### src/rtl/seg7_scan_ctrl.sv
// Wishbone-programmable scan scheduler for an 8-digit multiplexed seven-segment display.
// Drives one digit at a time for a programmable dwell, with a fixed blanking gap between digits.
module seg7_scan_ctrl #(
  parameter int unsigned SCAN_DIV     = 50000,
  parameter int unsigned BLANK_CYCLES = 16,
  parameter int unsigned DIV_W        = 20
) (
  input  logic        i_clk,
  input  logic        i_rst,
  input  logic [3:0]  i_wb_adr,
  input  logic [31:0] i_wb_dat,
  input  logic [3:0]  i_wb_sel,
  input  logic        i_wb_we,
  input  logic        i_wb_cyc,
  input  logic        i_wb_stb,
  output logic [31:0] o_wb_rdt,
  output logic        o_wb_ack,
  output logic [7:0]  o_an,
  output logic [6:0]  o_seg
);

  typedef enum logic [1:0] {ST_IDLE, ST_DRIVE, ST_BLANK} state_t;

  logic [8:0]       ctrl_q;
  logic [31:0]      data_q;
  logic [DIV_W-1:0] div_q;
  state_t           state;
  logic [2:0]       idx;
  logic [DIV_W-1:0] cnt;

  logic [7:0]       en;
  logic             gen;
  logic             wb_req;
  logic [DIV_W-1:0] dwell_last;
  logic [DIV_W-1:0] blank_last;
  logic             unused_ok;

  assign en         = ctrl_q[7:0];
  assign gen        = ctrl_q[8];
  assign wb_req     = i_wb_cyc & i_wb_stb & ~o_wb_ack;
  assign dwell_last = (div_q < DIV_W'(2)) ? DIV_W'(1) : div_q - DIV_W'(1);
  assign blank_last = DIV_W'(BLANK_CYCLES - 1);
  assign unused_ok  = ^i_wb_adr[1:0];

  function automatic logic [31:0] wmerge(input logic [31:0] old, input logic [31:0] dat,
                                         input logic [3:0] sel);
    logic [31:0] r;
    r = old;
    for (int b = 0; b < 4; b++)
      if (sel[2'(b)]) r[8*b +: 8] = dat[8*b +: 8];
    return r;
  endfunction

  function automatic logic [6:0] decode(input logic [3:0] v);
    case (v)
      4'h0: decode = 7'b0000001;
      4'h1: decode = 7'b1001111;
      4'h2: decode = 7'b0010010;
      4'h3: decode = 7'b0000110;
      4'h4: decode = 7'b1001100;
      4'h5: decode = 7'b0100100;
      4'h6: decode = 7'b0100000;
      4'h7: decode = 7'b0001111;
      4'h8: decode = 7'b0000000;
      4'h9: decode = 7'b0000100;
      4'hA: decode = 7'b0001000;
      4'hB: decode = 7'b1100000;
      4'hC: decode = 7'b0110001;
      4'hD: decode = 7'b1000010;
      4'hE: decode = 7'b0110000;
      default: decode = 7'b0111000;
    endcase
  endfunction

  function automatic logic [2:0] first_set(input logic [7:0] m);
    logic [2:0] r;
    r = 3'd0;
    for (int i = 7; i >= 0; i--)
      if (m[3'(i)]) r = 3'(i);
    return r;
  endfunction

  // Nearest set bit strictly after cur, circularly; falls back to cur itself.
  function automatic logic [2:0] next_set(input logic [7:0] m, input logic [2:0] cur);
    logic [2:0] r;
    logic [2:0] j;
    r = cur;
    for (int i = 7; i >= 1; i--) begin
      j = cur + 3'(i);
      if (m[j]) r = j;
    end
    return r;
  endfunction

  function automatic logic [6:0] digit_seg(input logic [31:0] d, input logic [2:0] k);
    return decode(d[{k, 2'b00} +: 4]);
  endfunction

  // Register file and single-cycle Wishbone handshake.
  always_ff @(posedge i_clk) begin
    if (i_rst) begin
      o_wb_ack <= 1'b0;
      o_wb_rdt <= 32'd0;
      ctrl_q   <= 9'd0;
      data_q   <= 32'd0;
      div_q    <= DIV_W'(SCAN_DIV);
    end else begin
      o_wb_ack <= wb_req;
      o_wb_rdt <= 32'd0;
      if (wb_req && i_wb_we) begin
        case (i_wb_adr[3:2])
          2'd0:    ctrl_q <= 9'(wmerge(32'(ctrl_q), i_wb_dat, i_wb_sel));
          2'd1:    data_q <= wmerge(data_q, i_wb_dat, i_wb_sel);
          2'd2:    div_q  <= DIV_W'(wmerge(32'(div_q), i_wb_dat, i_wb_sel));
          default: ;
        endcase
      end
      if (wb_req && !i_wb_we) begin
        case (i_wb_adr[3:2])
          2'd0:    o_wb_rdt <= 32'(ctrl_q);
          2'd1:    o_wb_rdt <= data_q;
          2'd2:    o_wb_rdt <= 32'(div_q);
          default: o_wb_rdt <= 32'd0;
        endcase
      end
    end
  end

  // Scan FSM; outputs are updated on the same edge as the state they belong to.
  always_ff @(posedge i_clk) begin
    if (i_rst) begin
      state <= ST_IDLE;
      idx   <= 3'd0;
      cnt   <= '0;
      o_an  <= 8'hFF;
      o_seg <= 7'h7F;
    end else if (!gen || en == 8'd0) begin
      state <= ST_IDLE;
      cnt   <= '0;
      o_an  <= 8'hFF;
      o_seg <= 7'h7F;
    end else begin
      case (state)
        ST_IDLE: begin
          state <= ST_DRIVE;
          idx   <= first_set(en);
          cnt   <= '0;
          o_an  <= ~(8'd1 << first_set(en));
          o_seg <= digit_seg(data_q, first_set(en));
        end
        ST_DRIVE: begin
          if (!en[idx] || cnt >= dwell_last) begin
            state <= ST_BLANK;
            cnt   <= '0;
            o_an  <= 8'hFF;
            o_seg <= 7'h7F;
          end else begin
            cnt   <= cnt + DIV_W'(1);
            o_an  <= ~(8'd1 << idx);
            o_seg <= digit_seg(data_q, idx);
          end
        end
        ST_BLANK: begin
          if (cnt >= blank_last) begin
            state <= ST_DRIVE;
            idx   <= next_set(en, idx);
            cnt   <= '0;
            o_an  <= ~(8'd1 << next_set(en, idx));
            o_seg <= digit_seg(data_q, next_set(en, idx));
          end else begin
            cnt   <= cnt + DIV_W'(1);
            o_an  <= 8'hFF;
            o_seg <= 7'h7F;
          end
        end
        default: begin
          state <= ST_IDLE;
          cnt   <= '0;
          o_an  <= 8'hFF;
          o_seg <= 7'h7F;
        end
      endcase
    end
  end

endmodule

### config.mk
export PLATFORM = sky130hd
export DESIGN_NAME = seg7_scan_ctrl
export DESIGN_NICKNAME = d
export VERILOG_FILES = /design/src/rtl/seg7_scan_ctrl.sv
export SDC_FILE = /design/constraint.sdc
export NUM_CORES = 1
export LEC_CHECK = 0
export BUFFER_PORTS_ARGS = -buffer_cell sky130_fd_sc_hd__buf_2
export CAP_MARGIN = 20
export CORE_ASPECT_RATIO = 1.2
export CORE_UTILIZATION = 40
export CTS_BUF_LIST = sky130_fd_sc_hd__clkbuf_4 sky130_fd_sc_hd__clkbuf_8
export DETAILED_ROUTE_END_ITERATION = 6
export SYNTH_ARGS = -nofsm -noshare
export SYNTH_HDL_FRONTEND = slang
export SYNTH_SLANG_ARGS = --single-unit
### constraint.sdc
create_clock -name i_clk -period 4.9 [get_ports i_clk]
set_input_delay 0.98 -clock i_clk [delete_from_list [all_inputs] [get_ports i_clk]]
set_output_delay 0.98 -clock i_clk [all_outputs]
set_load 0.02 [all_outputs]
---- Word level (Yosys, flattened, before mapping) ----
Memories as Yosys holds them, arrays and structs flattened.
Cells that the tools add are included.
cells by class
  mux-type cells .......................... 49
  add/sub/neg operators ................... 9
  bitwise logic cells ..................... 8
  eq/ne operators ......................... 6
  reductions and logical operators ........ 21
  $lt $le $gt $ge ......................... 11
  shifts and indexed selects .............. 6
operators by type and width
  cell                   number
  $shiftx 32x6->4        3
  $mux 20                3
  $mux 3                 18
  $pmux 16 s3            1
  $pmux 20 s2            1
  $lt 3x4->1 const B     8
  $bmux 1 s3             8
  $not 8->8              3
  $pmux 8 s3             1
  $shl 1x3->8 const A    3
  $pmux 7 s3             1
  $reduce_and 3->1       7
  $add 20x1->20 const B  1
  $ge 20x20->1           1
  $ge 20x4->1 const B    1
  $sub 16x1->17 const B  1
  $lt 16x2->1 const B    1
  $mux 8                 2
  $mux 7                 2
  $add 3x3->3 const B    4
  $logic_not 8->1        1
  $mux 1                 8
  $add 3x2->3 const B    2
  $pmux 2 s3             1
  15 further kinds       28
word-level totals
  memories ................................ 3
  input port bits ......................... 45
  output and inout bits ................... 48
  flip-flop bits (word level) ............. 114
  memory bits (read-only) ................. 336
  word-level logic and storage cells ...... 126
memory list
  memory           words  bits a word  rd ports  clocked after Yosys merged registers in  wr ports  line  source
  (no name shown)  16     7            1         0                                        0         55    case (v)
  (no name shown)  16     7            1         0                                        0         55
  (no name shown)  16     7            1         0                                        0         55

---- Logic depth before layout (Yosys ltp) ----
Gate-level depths: netlist (run 1).
  depth after elaboration ................. 18
  gate-level depth with buffers ........... 21
  mapped depth without buffers ............ 17

---- Worst setup path after synthesis (run 1) ----
OpenSTA, ideal clock, no wires.
  path type ............................... flip-flop to flip-flop
  from .................................... register idx[1]
  to ...................................... register o_seg[0]
  clock period less this slack ............ 4.490 ns
  setup slack ............................. 0.410 ns
  required time ........................... 4.749 ns
  library setup time ...................... 0.151 ns
  arrival time ............................ 4.339 ns
  path buffers ............................ 4
  stages on the path, launching flop included .. 21
  cells stage by stage .................... dfxtp_1 > buf_2 > buf_2 > clkbuf_1 > inv_1 > ha_1 > mux4_1 > mux2i_2 > nor3b_1 > a32oi_1 > a31o_1 > buf_6 > mux4_1 > nand2_1 > inv_1 > ha_1 > inv_1 > nand3_1 > o21ai_1 > a2bb2oi_1 > nand4_1
between the ends
  word-level cells in the longest chain between the ends .. 18
  elaborated cells between the ends (all ways) .. 43
  classes of those cells .................. 7 x add/sub; 2 x shift; 30 x mux; 2 x reduce/logical; 2 x memory
ends and longest elaborated chain
  item                          line  source
  start, declared               28    logic [2:0] idx;
  start signal, assigned        146   idx <= first_set(en);
  start signal, assigned        166   idx <= next_set(en, idx);
  $add 3x3->3                   89    j = cur + 3'(i);
  $bmux 1 s3                    90    if (m[j]) r = j;
  $mux 1 (implied by the code)  90
  $mux 3 (4 in a row)           90
  $mux 3                        n/a
  $mux 3                        90
  $mux 3                        n/a
  $mux 3                        164   if (cnt >= blank_last) begin
  $mux 3                        143   case (state)
  $mux 3                        137   end else if (!gen || en == 8'd0) begin
  $mux 3                        131   if (i_rst) begin
  $shiftx 32x6->4               96    return decode(d[{k, 2'b00} +: 4]);
  $mem_v2 16x7                  n/a
  $mux 7                        164
  $pmux 7 s3 *                  143
  end signal, assigned          149   o_seg <= digit_seg(data_q, first_set(en));
  end signal, assigned          160   o_seg <= digit_seg(data_q, idx);
  end signal, assigned          169   o_seg <= digit_seg(data_q, next_set(en, idx));
  end, declared                 19    output logic [6:0] o_seg
Every way passes the cells marked *; elsewhere a longest branch is shown, timed or not. The select of a mux whose other input is x is not followed.
A chain may end at the register's enable or synchronous reset.

---- Final worst setup path (run 1) ----
Ends and elaborated chain as after synthesis.

==> results of run 1 <==
[cell families (layout without fill, tap and decap cells)]
family                     Yosys count  after routing  synth area share
and+or+nand+nor                    326            326            0.2132
other                                1             16         0.0005362
xor gates and xnor gates            33             33           0.04401
adders and majority gates           54             54           0.09660
AOI/OAI and AO/OA                  153            153            0.1415
buffers and inverters               95            117           0.06565
muxes                               85             85            0.1580
DFF                                 98             98            0.2805
[synthesized netlist by cell type, types with 5 or more instances]
master	n	share of area
nor4_1	8	0.0072
nor2_1	107	0.057
mux4_2	13	0.042
xnor2_1	12	0.015
xor2_1	20	0.025
nand3_1	32	0.023
o21ai_0	36	0.026
or3_1	5	0.0045
clkbuf_1	32	0.017
nand2_1	99	0.053
a22oi_1	7	0.0075
and3_1	14	0.013
buf_4	18	0.019
a21oi_1	40	0.029
nor2b_1	8	0.0072
mux2_2	9	0.014
a21o_1	11	0.012
mux2i_1	55	0.079
dfxtp_1	98	0.28
nand4_1	12	0.011
a211o_1	8	0.010
nor3_1	12	0.0086
ha_1	54	0.097
buf_2	9	0.0064
a211oi_1	6	0.0064
and2_1	5	0.0045
inv_1	29	0.016
nand2b_1	9	0.0080
[final timing paths]
kind / slack [ns] / startpoint / cells after the start / end
worst max-delay path: 0.50 / idx[1]$_SDFFE_PP0P_ / 16 / o_seg[0]$_SDFF_PP1_
worst min-delay path: 0.53 / data_q[1]$_SDFFE_PP0P_ / 2 / data_q[1]$_SDFFE_PP0P_
worst max register to register: 0.50 / idx[1]$_SDFFE_PP0P_ / 16 / o_seg[0]$_SDFF_PP1_
worst min register to register: 0.53 / data_q[1]$_SDFFE_PP0P_ / 2 / data_q[1]$_SDFFE_PP0P_
[registers in the layout, indices dropped and copies added, names as in the netlist]
name      flops
div_q        16
cnt          20
o_an          8
idx           3
o_wb_ack      1
ctrl_q        9
state         2
data_q       16
o_wb_rdt     16
o_seg         7
[critical path: stages, from the launching register on]
cell,delay [ns]
dfxtp_1,0.34
inv_1,0.10
ha_1,0.63
mux4_1,0.65
mux2i_2,0.27
nor3b_1,0.22
a32oi_1,0.09
a31o_1,0.27
mux4_1,0.54
nand2_1,0.21
inv_1,0.13
ha_1,0.25
inv_1,0.06
nand3_1,0.08
o21ai_1,0.10
a2bb2oi_1,0.18
nand4_1,0.11
[layout by cell type (no fill, tap or decap), types with 13 or more instances in the layout]
cell	n
a21oi_1	40
and3_1	14
buf_2	56
buf_4	15
conb_1	16
dfxtp_1	98
ha_1	54
inv_1	29
mux2i_1	55
mux4_2	13
nand2_1	99
nand3_1	32
nor2_1	107
o21ai_0	36
xor2_1	20
[layer usage]
metal	vias to the layer above	part of all wire	GRT usage
met3	32	0.040	0.02873
li1	3020	-	-
met1	2811	0.45	0.2598
met5	-	0	0
met4	0	0.022	0.07256
met2	139	0.49	0.3565
[per-stage QoR]
| stage | total power [W] | area [um^2] | std cells |
|---|---|---|---|
| 2_1_floorplan | 0.0008941 | 7051 | 860 |
| 3_3_place_gp | 0.0009148 | 7367 | 1082 |
| 3_5_place_dp | 0.0009149 | 7367 | 1082 |
| 6_report | 0.001487 | 7587 | 1098 |
| 4_1_cts | 0.001503 | 7587 | 1098 |
| 5_1_grt | 0.001537 | 7587 | 1098 |
[cell type report]
class                   instances  area [um^2]  share of cell area
multi-input cells             667         4629              0.6102
flip-flops and latches         98         1962              0.2586
repair buffers                 71        392.9             0.05178
well taps                     216        270.3             0.03562
clock buffers                   9        123.9             0.01633
inverters                      30        112.6             0.01484
clock inverters                 7        96.34             0.01270
[power groups by stage]
stage	clock network (W)	logic (W)	registers, W
final	0.000590	0.0000918	0.000805
after global routing	0.000630	0.000101	0.000806
after CTS	0.000606	0.0000919	0.000805
after detailed placement	0	0.0000916	0.000823
after global placement	0	0.0000916	0.000823
after floorplan	0	0.0000728	0.000821
==> run metrics, run 1 <==
worst-path maximum fanout 13; Syn Std Cell Area 6994 um^2; number of synthesized flops with an enable pin 0; hold slack 0.5251 ns; Startpoint Class flop; height of the die 146.9 um; ys async rst share 0; Mapped Cells 845; DR vias 6,002; Net Sw Frac 0.2718; P&R area growth vs syn 8.479%; Crit Path Class flop to flop; CTS Root Cell clkbuf_8; ANT nets after route 0; core area 16,980 um^2; gpl congestion 0.8338; Die X 122.7 um; # IOs 93; Unique masters post-synth 70; largest net degree at the start of global routing 50; slew margin rel. 0.3251; Routed WL 18.08 mm; CTS buffer count 9; Via-to-Cell Ratio 5.466; fin nets 976; gr usage total 0.2068; sequential share of the synthesized area 0.2805; DRT Pass-1 Iters 5; Initial Util 0.4119; Reg power frac 0.542; row count 52; average wire per standard cell 16.47 um; crit path capture type flop; Logic pwr share 0.062; status complete, no violations; crit share post-route 0.8976; Post-CTS Setup Repair Bufs 0; setup skew after layout 0.01702 ns; Hold Path Class flop to flop; fin util 0.4468; final count of hold timing violations 0; Power Dens Cells 195.9 nW/um^2; Power Internal 0.001082 W; vias in the first global route 5,735; DRC 0; deepest clock path buffer count 2; Clock power frac 0.397; worst skew pair latency 0.40 ns; # fillers 1,715; Data arrival, critical path 4.62 ns; flops & latches, synth 98; Final setup viols 0; CTS tree done; Max Fclk 0.2274 GHz; Clock Sink Count 98; clock slew at reported path FFs 0.11 ns; pre-CTS setup slack 0.5310 ns; Fin Setup TNS 0 ns; Slew Limit Fails 0; Worst EP required 5.12 ns; initial DRC count 402; H-Tree Depth 3; Final WS setup 0.5018 ns; first-pass GRT wire length 29.18 mm; unrepaired setup endpoints after global routing no; IO Port Bufs 56; Mapped Avg Cell Area 8.277 um^2; Hold-fix buffers, CTS 0; NetSw 0.0004041 W; maximum vdd ir drop 0.1465 mV; die footprint 18,020 um^2; # diodes 0; Ys Warns 0; Max Cap Violations 0; Main synth FF type dfxtp_1; initial antenna violation count 0; P_leak 3.348 nW; total grt overflow 0; Post-CTS Resized 0; share of cells above drive strength 1 0.1361; Final Critical Period 4.398 ns; Slew @ Worst Pin 1.010 ns; dpl hpwl 13.44 mm
No activity file was read; power rests on OpenSTA's default activity.
==> run 2: changes to the inputs <==
- PLACE_DENSITY: unset -> 0.68
==> run 2 against run 1 <==
  * Global-route usage decreased by 1.3 points
  * Worst hold slack got worse by 0.029 ns
  * Sequential power barely moved
  * Via count rose by 0.93%
  * Largest cell class unchanged
  * Sequential share of layout area grew 0.16 points
  * Final area decreased by 0.63%
  * Highest routed layer unchanged
  * Combinational power barely moved
  * Die area stayed put
  * Total power decreased by 4.8%
==> run metrics, run 2 (synthesized netlist as in run 1, its figures left out) <==
# diodes 0 (unchanged); clock slew at reported path FFs 0.10 ns (about the same); highest metal used met4; Data arrival, critical path 4.65 ns (+0.03 ns); H-Tree Depth 3 (unchanged); Max Fclk 0.2255 GHz (-0.84%); Via-to-Cell Ratio 5.527 (+1.1%); Crit Path Class flop to flop; crit path cell chain inv_1 -> ha_1 -> mux4_1 -> mux2i_2 -> nor2_1 -> nand2_1 -> a31o_1 -> mux4_1 -> nand2_1 -> inv_1 -> ha_1 -> inv_1 -> nand3_1 -> o21ai_1 -> a2bb2oi_1 -> nand4_1; total grt overflow 0 (unchanged); Post-CTS Resized 0 (unchanged); # fillers 1,723 (+0.47%); Initial Util 0.4119 (unchanged); dpl hpwl 12.98 mm (-3.5%); Hold-fix buffers, CTS 0 (unchanged); most used cell, CP inv_1; Hold Path Class flop to flop; largest net degree at the start of global routing 50 (unchanged); Final setup viols 0 (unchanged); maximum vdd ir drop 0.1636 mV (+12%); most frequent cells in the layout 107 x nor2_1, 99 x nand2_1, 98 x dfxtp_1; met3 wire len 615 um (-14%); gpl congestion 0.8744 (+4.9%); most flop-heavy register cnt; Placed Area 7352 um^2 (-0.20%); Slew @ Worst Pin 0.9195 ns (-0.09087 ns); P&R area growth vs syn 7.800%; Power Dens Cells 187.7 nW/um^2 (-4.2%); first-pass GRT wire length 27.60 mm (-5.4%); crit-path max cell delay 0.65 ns (about the same); met1 WL 7.901 mm (-2.5%); average wire per standard cell 15.77 um (-4.2%); crit share post-route 0.9052 (+0.007584); DR vias 6,058 (+0.93%); row count 52 (unchanged); Startpoint Class flop; IO Port Bufs 56 (unchanged); cell class contributing the biggest share of worst-path delay multiplexers; final count of hold timing violations 0 (unchanged); core area 16,980 um^2 (unchanged); area of the multi-input gates 4629 um^2 (unchanged); die footprint 18,020 um^2 (unchanged); Slew Limit Fails 0 (unchanged); register area 1962 um^2 (unchanged); fin util 0.4440 (-0.002800); Largest register FFs 20 (unchanged); height of the die 146.9 um (unchanged); crit path capture type flop; setup skew after layout 0.01851 ns (+0.001487 ns); P_leak 3.330 nW (-0.53%); initial DRC count 406 (+1.0%); slew margin rel. 0.3833 (+0.05827); commonest non-fill, non-tap cell in the layout nor2_1; Fin Setup TNS 0 ns (unchanged); Worst EP required 5.11 ns (about the same); vias in the first global route 5,501 (-4.1%); ANT nets after route 0 (unchanged); Post-CTS Setup Repair Bufs 0 (unchanged); Max Cap Violations 0 (unchanged); worst-path maximum fanout 13 (unchanged); CTS Root Cell clkbuf_8; deepest clock path buffer count 2 (unchanged); CTS tree done; Clock Sink Count 98 (unchanged); Final Critical Period 4.435 ns (+0.03716 ns); gr usage total 0.1939 (-0.01292); worst skew pair latency 0.38 ns (-0.02 ns); routed wl met2 8.421 mm (-5.0%); DRT Pass-1 Iters 4 (-1); unrepaired setup endpoints after global routing no; Routed WL 17.28 mm (-4.4%); fin nets 974 (-0.20%); CP max stage cell mux4_1; DRC 0 (unchanged); status complete, no violations; overall power 0.001415 W (-4.8%); CP Buf/Inv Count 3 (unchanged); # IOs 93 (unchanged); share of cells above drive strength 1 0.1341 (-0.001964); post-route design area 7540 um^2 (-0.63%); Die X 122.7 um (unchanged); initial antenna violation count 0 (unchanged); CTS buffer count 9 (unchanged)
run 2: cell types whose count changed in the layout (fill, tap and decap cells not counted), sizes merged:
cell	before	now
clkbuf	9	11
bufinv	1	0
inv	32	33
clkinvlp	1	0
buf	71	69
clkinv	3	2
run 2: layer usage:
| layer | vias up | global-route usage |
|---|---|---|
| li1 | 3010 | - |
| met1 | 2888 | 0.2486 |
| met2 | 139 | 0.3272 |
| met3 | 21 | 0.02717 |
| met4 | 0 | 0.07012 |
| met5 | - | 0 |
run 2: final cells by class:
class / count / area share
multi-input cells: 667 / 0.6140
flip-flops and latches: 98 / 0.2602
clock inverters: 5 / 0.005642
well taps: 216 / 0.03584
clock buffers: 11 / 0.01925
repair buffers: 69 / 0.05012
inverters: 30 / 0.01494
run 2: worst paths after layout:
check	from	to	slack (ns)	cells past startpoint
setup / recovery	idx[1]$_SDFFE_PP0P_	o_seg[0]$_SDFF_PP1_	0.46	16
hold / removal	cnt[0]$_SDFF_PP0_	cnt[0]$_SDFF_PP0_	0.50	1
setup reg to reg	idx[1]$_SDFFE_PP0P_	o_seg[0]$_SDFF_PP1_	0.46	16
hold reg to reg	cnt[0]$_SDFF_PP0_	cnt[0]$_SDFF_PP0_	0.50	1
run 2: where the power goes:
part | switching (W) | internal, W
logic | 0.0000609 | 0.0000308
registers | 0.00000558 | 0.000799
clock network | 0.000306 | 0.000213
run 2: stage by stage:
stage | setup slack (ns) | instances | hold WS (ns)
6_report | 0.4647 | 1096 | 0.4957
5_1_grt | 0.1332 | 1096 | 0.5295
4_1_cts | 0.4859 | 1096 | 0.4971
3_5_place_dp | 0.5061 | 1080 | 0.4728
3_3_place_gp | 0.5585 | 1080 | 0.4602
2_1_floorplan | 0.4100 | 860 | 0.4414
run 2: worst register-to-register path, stage by stage (launching register included):
cell	delay, ns
dfxtp_1	0.33
inv_1	0.10
ha_1	0.64
mux4_1	0.65
mux2i_2	0.27
nor2_1	0.07
nand2_1	0.07
a31o_1	0.38
mux4_1	0.60
nand2_1	0.24
inv_1	0.14
ha_1	0.26
inv_1	0.06
nand3_1	0.08
o21ai_1	0.10
a2bb2oi_1	0.17
nand4_1	0.10
